--- config.mk ---
export PLATFORM = sky130hd
export DESIGN_NAME = fcw_nco
export DESIGN_NICKNAME = d
export VERILOG_FILES = /design/src/rtl/fcw_nco.sv
export SDC_FILE = /design/constraint.sdc
export NUM_CORES = 1
export LEC_CHECK = 0
export CORE_MARGIN = 2
export CORE_UTILIZATION = 44
export DETAILED_ROUTE_END_ITERATION = 12
export MAX_ROUTING_LAYER = met4
export SLEW_MARGIN = 25
export SYNTH_ARGS = -nofsm -noshare
export SYNTH_HDL_FRONTEND = slang
export SYNTH_SLANG_ARGS = --single-unit
--- constraint.sdc ---
create_clock -name clk -period 11.2 [get_ports clk]
set_input_delay 1.12 -clock clk [delete_from_list [all_inputs] [get_ports clk]]
set_output_delay 1.12 -clock clk [all_outputs]
set_load 0.03 [all_outputs]
--- src/rtl/fcw_nco.sv ---
// fcw_nco: numerically controlled oscillator for the piano synth.
// Accumulates the frequency control word into a phase register on every
// sample strobe, looks the phase up in a quarter-wave sine ROM and presents
// an offset-binary sample to the PWM DAC two cycles after the strobe.
module fcw_nco #(
  parameter int FCW_WIDTH  = 24,
  parameter int CODE_WIDTH = 10,
  parameter int QTR_ADDR   = 8
) (
  input  logic                  clk,
  input  logic                  rst,
  input  logic [FCW_WIDTH-1:0]  fcw,
  input  logic                  next_sample_fetch,
  output logic [CODE_WIDTH-1:0] code,
  output logic                  code_valid
);

  localparam int MAG_W     = CODE_WIDTH - 1;
  localparam int ROM_DEPTH = 1 << QTR_ADDR;
  localparam int TOP_W     = QTR_ADDR + 2;
  localparam logic [CODE_WIDTH-1:0] MIDSCALE = {1'b1, {(CODE_WIDTH-1){1'b0}}};

  // Quarter-wave entry i samples the sine at the centre of its bin, so the
  // table never holds 0 and the mirrored quadrants join without a duplicate.
  function automatic logic [MAG_W-1:0] romEntry(input int i);
    real angle;
    real amp;
    angle = (3.14159265358979323846 / 2.0) * (real'(i) + 0.5) / real'(ROM_DEPTH);
    amp   = real'((1 << MAG_W) - 1) * $sin(angle);
    return MAG_W'($rtoi(amp + 0.5));
  endfunction

  logic [MAG_W-1:0] romTable [ROM_DEPTH];

  for (genvar g = 0; g < ROM_DEPTH; g++) begin : gRom
    localparam logic [MAG_W-1:0] ENTRY = romEntry(g);
    assign romTable[g] = ENTRY;
  end

  logic [FCW_WIDTH-1:0]  phase_q, phase_d;
  logic [TOP_W-1:0]      topBits;
  logic [1:0]            quadrant;
  logic [QTR_ADDR-1:0]   romIdx;
  logic [QTR_ADDR-1:0]   romAddr;
  logic [MAG_W-1:0]      mag_d;
  logic [MAG_W-1:0]      mag_q;
  logic                  negHalf_q;
  logic                  silent_q;
  logic                  sampleValid_q;
  logic [CODE_WIDTH-1:0] code_q, code_d;
  logic                  codeValid_q;

  // Next phase and ROM lookup; the sample is built from the updated phase,
  // and a zero word parks the phase at 0 so the next note starts cleanly.
  always_comb begin
    phase_d = phase_q + fcw;
    if (fcw == '0) begin
      phase_d = '0;
    end
    topBits  = phase_d[FCW_WIDTH-1 -: TOP_W];
    quadrant = topBits[QTR_ADDR+1:QTR_ADDR];
    romIdx   = topBits[QTR_ADDR-1:0];
    romAddr  = quadrant[0] ? ~romIdx : romIdx;
    mag_d    = romTable[romAddr];
  end

  // Phase accumulator and first pipeline stage, advanced only on a strobe.
  always_ff @(posedge clk or negedge rst) begin
    if (!rst) begin
      phase_q       <= '0;
      mag_q         <= '0;
      negHalf_q     <= 1'b0;
      silent_q      <= 1'b0;
      sampleValid_q <= 1'b0;
    end else begin
      sampleValid_q <= next_sample_fetch;
      if (next_sample_fetch) begin
        phase_q   <= phase_d;
        mag_q     <= mag_d;
        negHalf_q <= quadrant[1];
        silent_q  <= (fcw == '0);
      end
    end
  end

  // Offset-binary reconstruction: the lower half-cycle subtracts from midscale.
  always_comb begin
    code_d = MIDSCALE + {1'b0, mag_q};
    if (silent_q) begin
      code_d = MIDSCALE;
    end else if (negHalf_q) begin
      code_d = MIDSCALE - {1'b0, mag_q};
    end
  end

  // Output register: code only changes when a sample lands, so it holds between pulses.
  always_ff @(posedge clk or negedge rst) begin
    if (!rst) begin
      code_q      <= MIDSCALE;
      codeValid_q <= 1'b0;
    end else begin
      codeValid_q <= sampleValid_q;
      if (sampleValid_q) begin
        code_q <= code_d;
      end
    end
  end

  assign code       = code_q;
  assign code_valid = codeValid_q;

endmodule
After elaboration in Yosys (flattened, before gate mapping) --
Memory sizes are Yosys's and may differ from the RTL's. A register that Yosys moved wholly into a read port is not among the register bits. Index checks and enable logic that the tools add are counted.
Word-level totals: output and inout port bits 11, register bits after elaboration 38, memory bits (writable) 0, memories 1, logic and storage cells 18, bits in latches 0, ROM bits 2304
Memories:
- (name not given) | depth 256, width 9, read ports 1, clocked after Yosys merged registers in 1, wr ports 0, RTL line 64 | mag_d = romTable[romAddr];
Operators by class: order comparisons 0, bitwise operators 2, div/mod/pow operators 0, reductions and logical operators 2, mux-type cells 4, shift-type cells 0, multipliers 0, add/sub/neg operators 3, eq/ne operators 0
Operators by type and width (count):
- 24-bit adder | 1
- 24-bit zero test | 1
- 24-bit 2-to-1 mux | 1
- 10-bit 2-to-1 mux | 2
- 10-bit by 9-bit adder with 10-bit output (first input constant) | 1
- 10-bit by 9-bit subtractor with 10-bit output (first input constant) | 1
- 8-bit inverter with 9-bit output | 1
- 8-bit 2-to-1 mux | 1
- 8-bit inverter | 1
- 1-bit zero test | 1

Logic depth before layout (Yosys ltp) --
Gate-level depths: netlist (run 1).
depth in word-level cells 5, gate-level depth with buffers 20

Least setup slack after synthesis (run 1) --
Ideal clock, no wire load.
kind in2reg, start input fcw[0], end register mag_q[3], setup time 131 ps, cell stages on the path 18, arrival time 4800 ps, path slack 6269 ps, cell sequence ha_1 -> inv_1 -> fa_1 -> nand2b_1 -> a211oi_1 -> or3b_4 -> o311ai_2 -> o211ai_4 -> xnor2_1 -> and2_1 -> inv_1 -> ha_1 -> clkbuf_1 -> a22oi_1 -> a21oi_1 -> o311a_1 -> o31ai_1 -> nand3_1
On the way: longest elaborated chain between the ends 5, elaborated cells between the ends (all ways) 6, those cells by class add/sub: 1; mux: 2; bitwise: 2; reduce/logical: 1
Ends and longest elaborated chain:
- from (decl) | RTL line 12 | input logic [FCW_WIDTH-1:0] fcw,
- 24-bit adder or 24-bit zero test (tied branches) | RTL line 56, 57
- 24-bit 2-to-1 mux * | RTL line 57 | if (fcw == '0) begin
- 8-bit inverter | RTL line 63 | romAddr = quadrant[0] ? ~romIdx : romIdx;
- 8-bit 2-to-1 mux * | RTL line 63
- 8-bit inverter with 9-bit output (implied by the code) * | RTL line 64
- to (decl) | RTL line 46 | logic [MAG_W-1:0] mag_q;
Mark *: on every way between the ends. The rest lies on a longest branch, timed or not. A chain may end at the register's enable or synchronous reset.

Worst setup path after layout (run 1) --
start input fcw[0], end register mag_q[5]
Same word-level chain as after synthesis.

==> results of run 1 <==
[cells in the mapped netlist (all sizes together), types with 4 or more instances]
master / number / area (um2)
xnor2: 27 / 259.0
o31a: 7 / 61.31
nand2: 92 / 347.8
nand2b: 7 / 51.30
inv: 25 / 93.84
nand3: 26 / 130.1
nand4: 8 / 56.30
nor2: 70 / 280.3
a211oi: 19 / 152.6
or3: 7 / 43.79
a21oi: 62 / 314.1
a21o: 8 / 60.06
a22o: 5 / 43.79
a221oi: 9 / 85.08
o2bb2ai: 23 / 201.4
dfrtp: 45 / 1126
or2: 6 / 37.54
o21bai: 4 / 30.03
buf: 30 / 170.2
o211ai: 8 / 73.82
mux2i: 4 / 40.04
o22ai: 27 / 168.9
a31oi: 16 / 100.1
xor2: 11 / 96.34
nor3: 36 / 185.2
o21ai: 54 / 270.3
nor4: 14 / 87.58
a32oi: 5 / 43.79
mux2: 7 / 78.83
a2111oi: 4 / 41.29
ha: 35 / 437.9
and2: 13 / 81.33
and3: 6 / 37.54
o31ai: 6 / 45.04
o311ai: 9 / 86.34
a22oi: 12 / 90.09
clkbuf: 40 / 150.1
a21boi: 4 / 30.03
[routing by layer]
metal	part of all wire, %	routed length (um)	track usage (%)
met5	0	0	-
met4	4.3	1022	12.21
met3	9.3	2195	4.182
met2	45	10460	50.31
met1	42	9822	42.71
[sequential cells by signal (all words and copies together) (netlist names)]
name	cells
silent_q	1
phase_q	24
sampleValid_q	1
mag_q	9
code	10
code_valid	1
[cells by family after synthesis]
family,count (synthesis),share of synthesized area [%]
flip-flops,46,18.68
buffers and inverters,95,6.713
XOR/XNOR,38,5.759
adder cells (fa/ha/maj),36,7.422
AO/OA/AOI/OAI,320,36.44
multiplexers,11,1.927
AND/OR/NAND/NOR,295,23.06
[critical path: cells and delay by family]
family / cells / cell delay (ns)
AO/OA/AOI/OAI: 4 / 1.21
XOR/XNOR: 1 / 0.40
adder cells (fa/ha/maj): 3 / 0.91
buffers and inverters: 3 / 0.75
AND/OR/NAND/NOR: 6 / 2.05
[layout make-up]
| type | count | area share [%] |
|---|---|---|
| clock buffers | 5 | 1.875 |
| clock inverters | 3 | 0.3750 |
| inverters | 25 | 1.406 |
| repair buffers | 47 | 6.637 |
| multi-input cells | 700 | 69.07 |
| well taps | 180 | 3.375 |
| flip-flops and latches | 46 | 17.27 |
[stage by stage]
stage,setup slack (ns),instances
detailed placement,4.752,998
finish,4.911,1006
CTS,5.030,1006
global placement,4.905,998
global route,4.625,1006
floorplan,6.269,841
[path summary, 6_finish.rpt]
| check | from | endpoint | slack (ns) | depth (start not counted) |
|---|---|---|---|---|
| setup / recovery | fcw[0] | mag_q[5] | 4.91 | 17 |
| hold / removal | phase_q[22] | phase_q[22] | 0.49 | 1 |
| setup reg to reg | phase_q[0] | mag_q[5] | 5.81 | 16 |
| hold reg to reg | phase_q[22] | phase_q[22] | 0.49 | 1 |
| max in group asynchronous | rst | mag_q[5] | 9.94 | 1 |
| min in group asynchronous | rst | phase_q[10] | 0.84 | 1 |
==> results.cfg, run 1 <==
[outcome]
status = completed

[timing]
rsz0062_at_grt = no
skew_ns = 0.002906
finalHoldViolCount = 0
relSlewSlack_pct = 37.16
setup_tns_ns = 0
fin_crit_sh_pct = 56.16
finalCriticalPeriod_ns = 6.289
max_freq_mhz = 159.0
holdWs_ns = 0.4937
tightest_slew_ns = 0.9403
setup_viol = 0
drv_slew = 0

[placed_design]
post_dp_cell_area_um2 = 6520
dp_hpwl_um = 16840
place_congestion = 1.015
io_buffers = 37

[clocking]
cts.clk_slew.worst_paths_ns = 0.07
clock_sinks = 46
cts-resized-gates = 0
cts-buffers-inserted = 5
tritoncts = done
postCtsSetupBuffers = 0
clock_path_buffers = 2
h-tree-depth = 2
root_buffer = clkbuf_16
clk_latency_ns = 0.30
cts_hold_buf = 0

[floorplanning]
die-area_um2 = 14990
io_pins = 38
fp.dieW_um = 122.4
dieHeight_um = 122.4
coreArea_um2 = 13770
num_rows = 43
initial_core_util_pct = 44.79

[routing]
vias = 7035
drtIter0Drc = 1068
ant_nets = 0
wire_per_inst_um = 23.36
via_per_inst = 6.993
dr.pass1.iters = 7
drc = 0
wirelength_um = 23510

[layout]
syn2layout_area_growth_pct = 8.173
nNetsFinal = 888
multi_input_area_um2 = 4609
num-fill-cells = 1435
design_area_um2 = 6674
antennaDiodeCount = 0
finish.utilization_pct = 48.46
register_area_um2 = 1152
mostFrequentLayoutCells = nand2_1 (91), nor2_1 (63), a21oi_1 (61)
drive_above_1_share_pct = 6.901
layout_commonest_cell = nand2_1

[global_routing]
antenna_found_initial = 0
grt_max_degree = 47
grt_usage_pct = 32.29
overflow = 0
grt_first_pass_wirelength_um = 36910
grt_pass1_vias = 6653

[worst_setup_path]
cp.required_ns = 11.36
cp-start-kind = primary input
path_cells = clkdlybuf4s50_1, ha_1, inv_1, fa_1, nand2b_1, a211oi_1, or3b_4, o31a_1, o211ai_4, xnor2_1, and2_1, inv_1, ha_1, nor2_1, nor3_1, nor4_1, o311ai_1
path_class = in2reg
critical_path_arrival_ns = 6.45
slowest_delay_ns = 0.68
path_max_fanout = 24
crit_path_top_delay_cell = o211ai_4
crit_path_end_kind = register

[yosys]
synthFlopType = dfrtp_1
synth_nets = 904
synth_cells = 841
synth.avg_cell_area_um2 = 7.336
ys_seq_area_share_pct = 18.68
synth_edf_count = 0
ys.warnings.count = 0
async_flop_share_pct = 100.0
ys_seq_elements = 46
ys_types = 89
syn_area_um2 = 6170

[job]
cap_violations = 0

[min_path]
hold_path_class = reg2reg
Power of run 1 is left out: the tool's default activity adds up to more than one toggle a clock period on the data nets, which glitch-free logic cannot reach.
==> run 2, diff against run 1 <==
==> constraint.sdc (replaced) <==
create_clock -name clk -period 6 [get_ports clk]
set_input_delay 0.6 -clock clk [delete_from_list [all_inputs] [get_ports clk]]
set_output_delay 0.6 -clock clk [all_outputs]
set_load 0.03 [all_outputs]
==> run 2 against run 1 <==
- core utilization grew 1.2 points
- first-iteration DRC count up 3.7%
- wire length increased by 4.1%
- non-clock buffer count up 21
- largest cell class unchanged
==> results.cfg, run 2 (same netlist as run 1, synthesis figures left out) <==
[timing]
rsz0062_at_grt = no
fin_crit_sh_pct = 89.79
finalHoldViolCount = 0
max_freq_mhz = 185.6
finalCriticalPeriod_ns = 5.387
skew_ns = 0.01725
setup_tns_ns = 0
setup_viol = 0
tightest_slew_ns = 0.8534
relSlewSlack_pct = 42.50
drv_slew = 0

[clocking]
cts.clk_slew.worst_paths_ns = 0.08
cts-resized-gates = 0
root_buffer = clkbuf_16
postCtsSetupBuffers = 0
clock_sinks = 46
h-tree-depth = 2
cts-buffers-inserted = 5
cts_hold_buf = 0
clock_path_buffers = 2
clk_latency_ns = 0.30
tritoncts = done

[routing]
dr.pass1.iters = 5
vias = 7139
via_per_inst = 6.951
ant_nets = 0
drc = 0
wire_per_inst_um = 23.81
drtIter0Drc = 1108
wirelength_um = 24460

[worst_setup_path]
cp-start-kind = primary input
cp.required_ns = 6.16
path_max_fanout = 9
crit_path_top_delay_cell = a2111oi_0
r2r_slack_ns = 0.98
path_cells = clkdlybuf4s50_1, ha_1, o21ai_0, a21oi_1, and3_1, a2111oi_0, and2_1, xnor2_1, nor2_2, inv_1, ha_1, o21ai_0, nand4_1, o31ai_1, a21oi_1, o21ai_0, a32oi_1
crit_path_end_kind = register
endpoint = mag_q[1]
cp-startpoint = fcw[10]
r2r_end = mag_q[1]
slowest_delay_ns = 0.63
cpMostUsedCell = o21ai_0
path_class = in2reg
r2r_cells = 16
critical_path_arrival_ns = 5.55
r2r_start = phase_q[10]

[layout]
nNetsFinal = 909
antennaDiodeCount = 0
multi_input_area_um2 = 4606
syn2layout_area_growth_pct = 10.85
mostFrequentLayoutCells = nand2_1 (91), nor2_1 (64), a21oi_1 (61)
layout_commonest_cell = nand2_1
register_area_um2 = 1152
largest_reg_flops = 24
drive_above_1_share_pct = 8.973
top_register = phase_q
num-fill-cells = 1385

[floorplanning]
dieHeight_um = 122.4
fp.dieW_um = 122.4
coreArea_um2 = 13770
num_rows = 43
die-area_um2 = 14990
initial_core_util_pct = 44.79
io_pins = 38

[global_routing]
antenna_found_initial = 0
grt_usage_pct = 33.56
grt_first_pass_wirelength_um = 37980
grt_pass1_vias = 6554
grt_max_degree = 47
overflow = 0

[placed_design]
io_buffers = 37
dp_hpwl_um = 18050
place_congestion = 0.9991

[outcome]
status = completed

[job]
cap_violations = 0

[min_path]
hold_path_class = in2async
-- run 2: cell types whose count changed in the layout (fill, tap and decap cells not counted) --
cell,before,now
and2_1,12,13
and2_2,1,0
buf_12,0,1
buf_4,11,31
clkinv_4,1,0
clkinvlp_4,1,2
nor2_1,63,64
nor2_2,6,5
-- run 2: worst max-delay path, delay by kind of cell --
family	cells	cell delay, ns
AND/OR/NAND/NOR	4	1.32
XOR/XNOR	1	0.23
adder cells (fa/ha/maj)	2	0.81
buffers and inverters	2	0.62
AO/OA/AOI/OAI	8	1.95
-- run 2: area by class of cell --
| cell class | instances | area share (%) |
|---|---|---|
| Clock buffer | 5 | 1.829 |
| Clock inverter | 3 | 0.3476 |
| Inverter | 25 | 1.372 |
| Multi-Input combinational cell | 700 | 67.34 |
| Sequential cell | 46 | 16.85 |
| Tap cell | 180 | 3.293 |
| Timing Repair Buffer | 68 | 8.965 |
-- run 2: layer usage --
metal  vias up  share of wire, %  GRT usage, %
li1       3219                 -             -
met1      3409                42         43.58
met2       433                45         52.33
met3        78               8.7         5.158
met4         0               4.2         13.43
met5         -                 0             -
-- run 2: worst min path at each step --
stage | endpoint | slack (ns) | cells past startpoint
floorplan | code[0] | 0.30 | 0
global placement | phase_q[5] | 0.48 | 1
detailed placement | phase_q[11] | 0.48 | 1
CTS | phase_q[7] | 0.34 | 1
global route | phase_q[7] | 0.37 | 1
finish | phase_q[7] | 0.32 | 1
-- run 2: per-stage QoR --
step / area [um2] / setup slack (ns) / std cells / hold slack (ns) / utilization (%)
CTS: 6839 / 0.7244 / 1027 / 0.3398 / 49.65
global placement: 6688 / 0.4841 / 1019 / 0.4756 / 48.56
detailed placement: 6690 / 0.4339 / 1019 / 0.4810 / 48.57
global route: 6839 / 0.3157 / 1027 / 0.3693 / 49.65
finish: 6839 / 0.6128 / 1027 / 0.3206 / 49.65
floorplan: 6170 / 1.589 / 841 / 0.3044 / -
Power of run 2 is left out for the same reason.
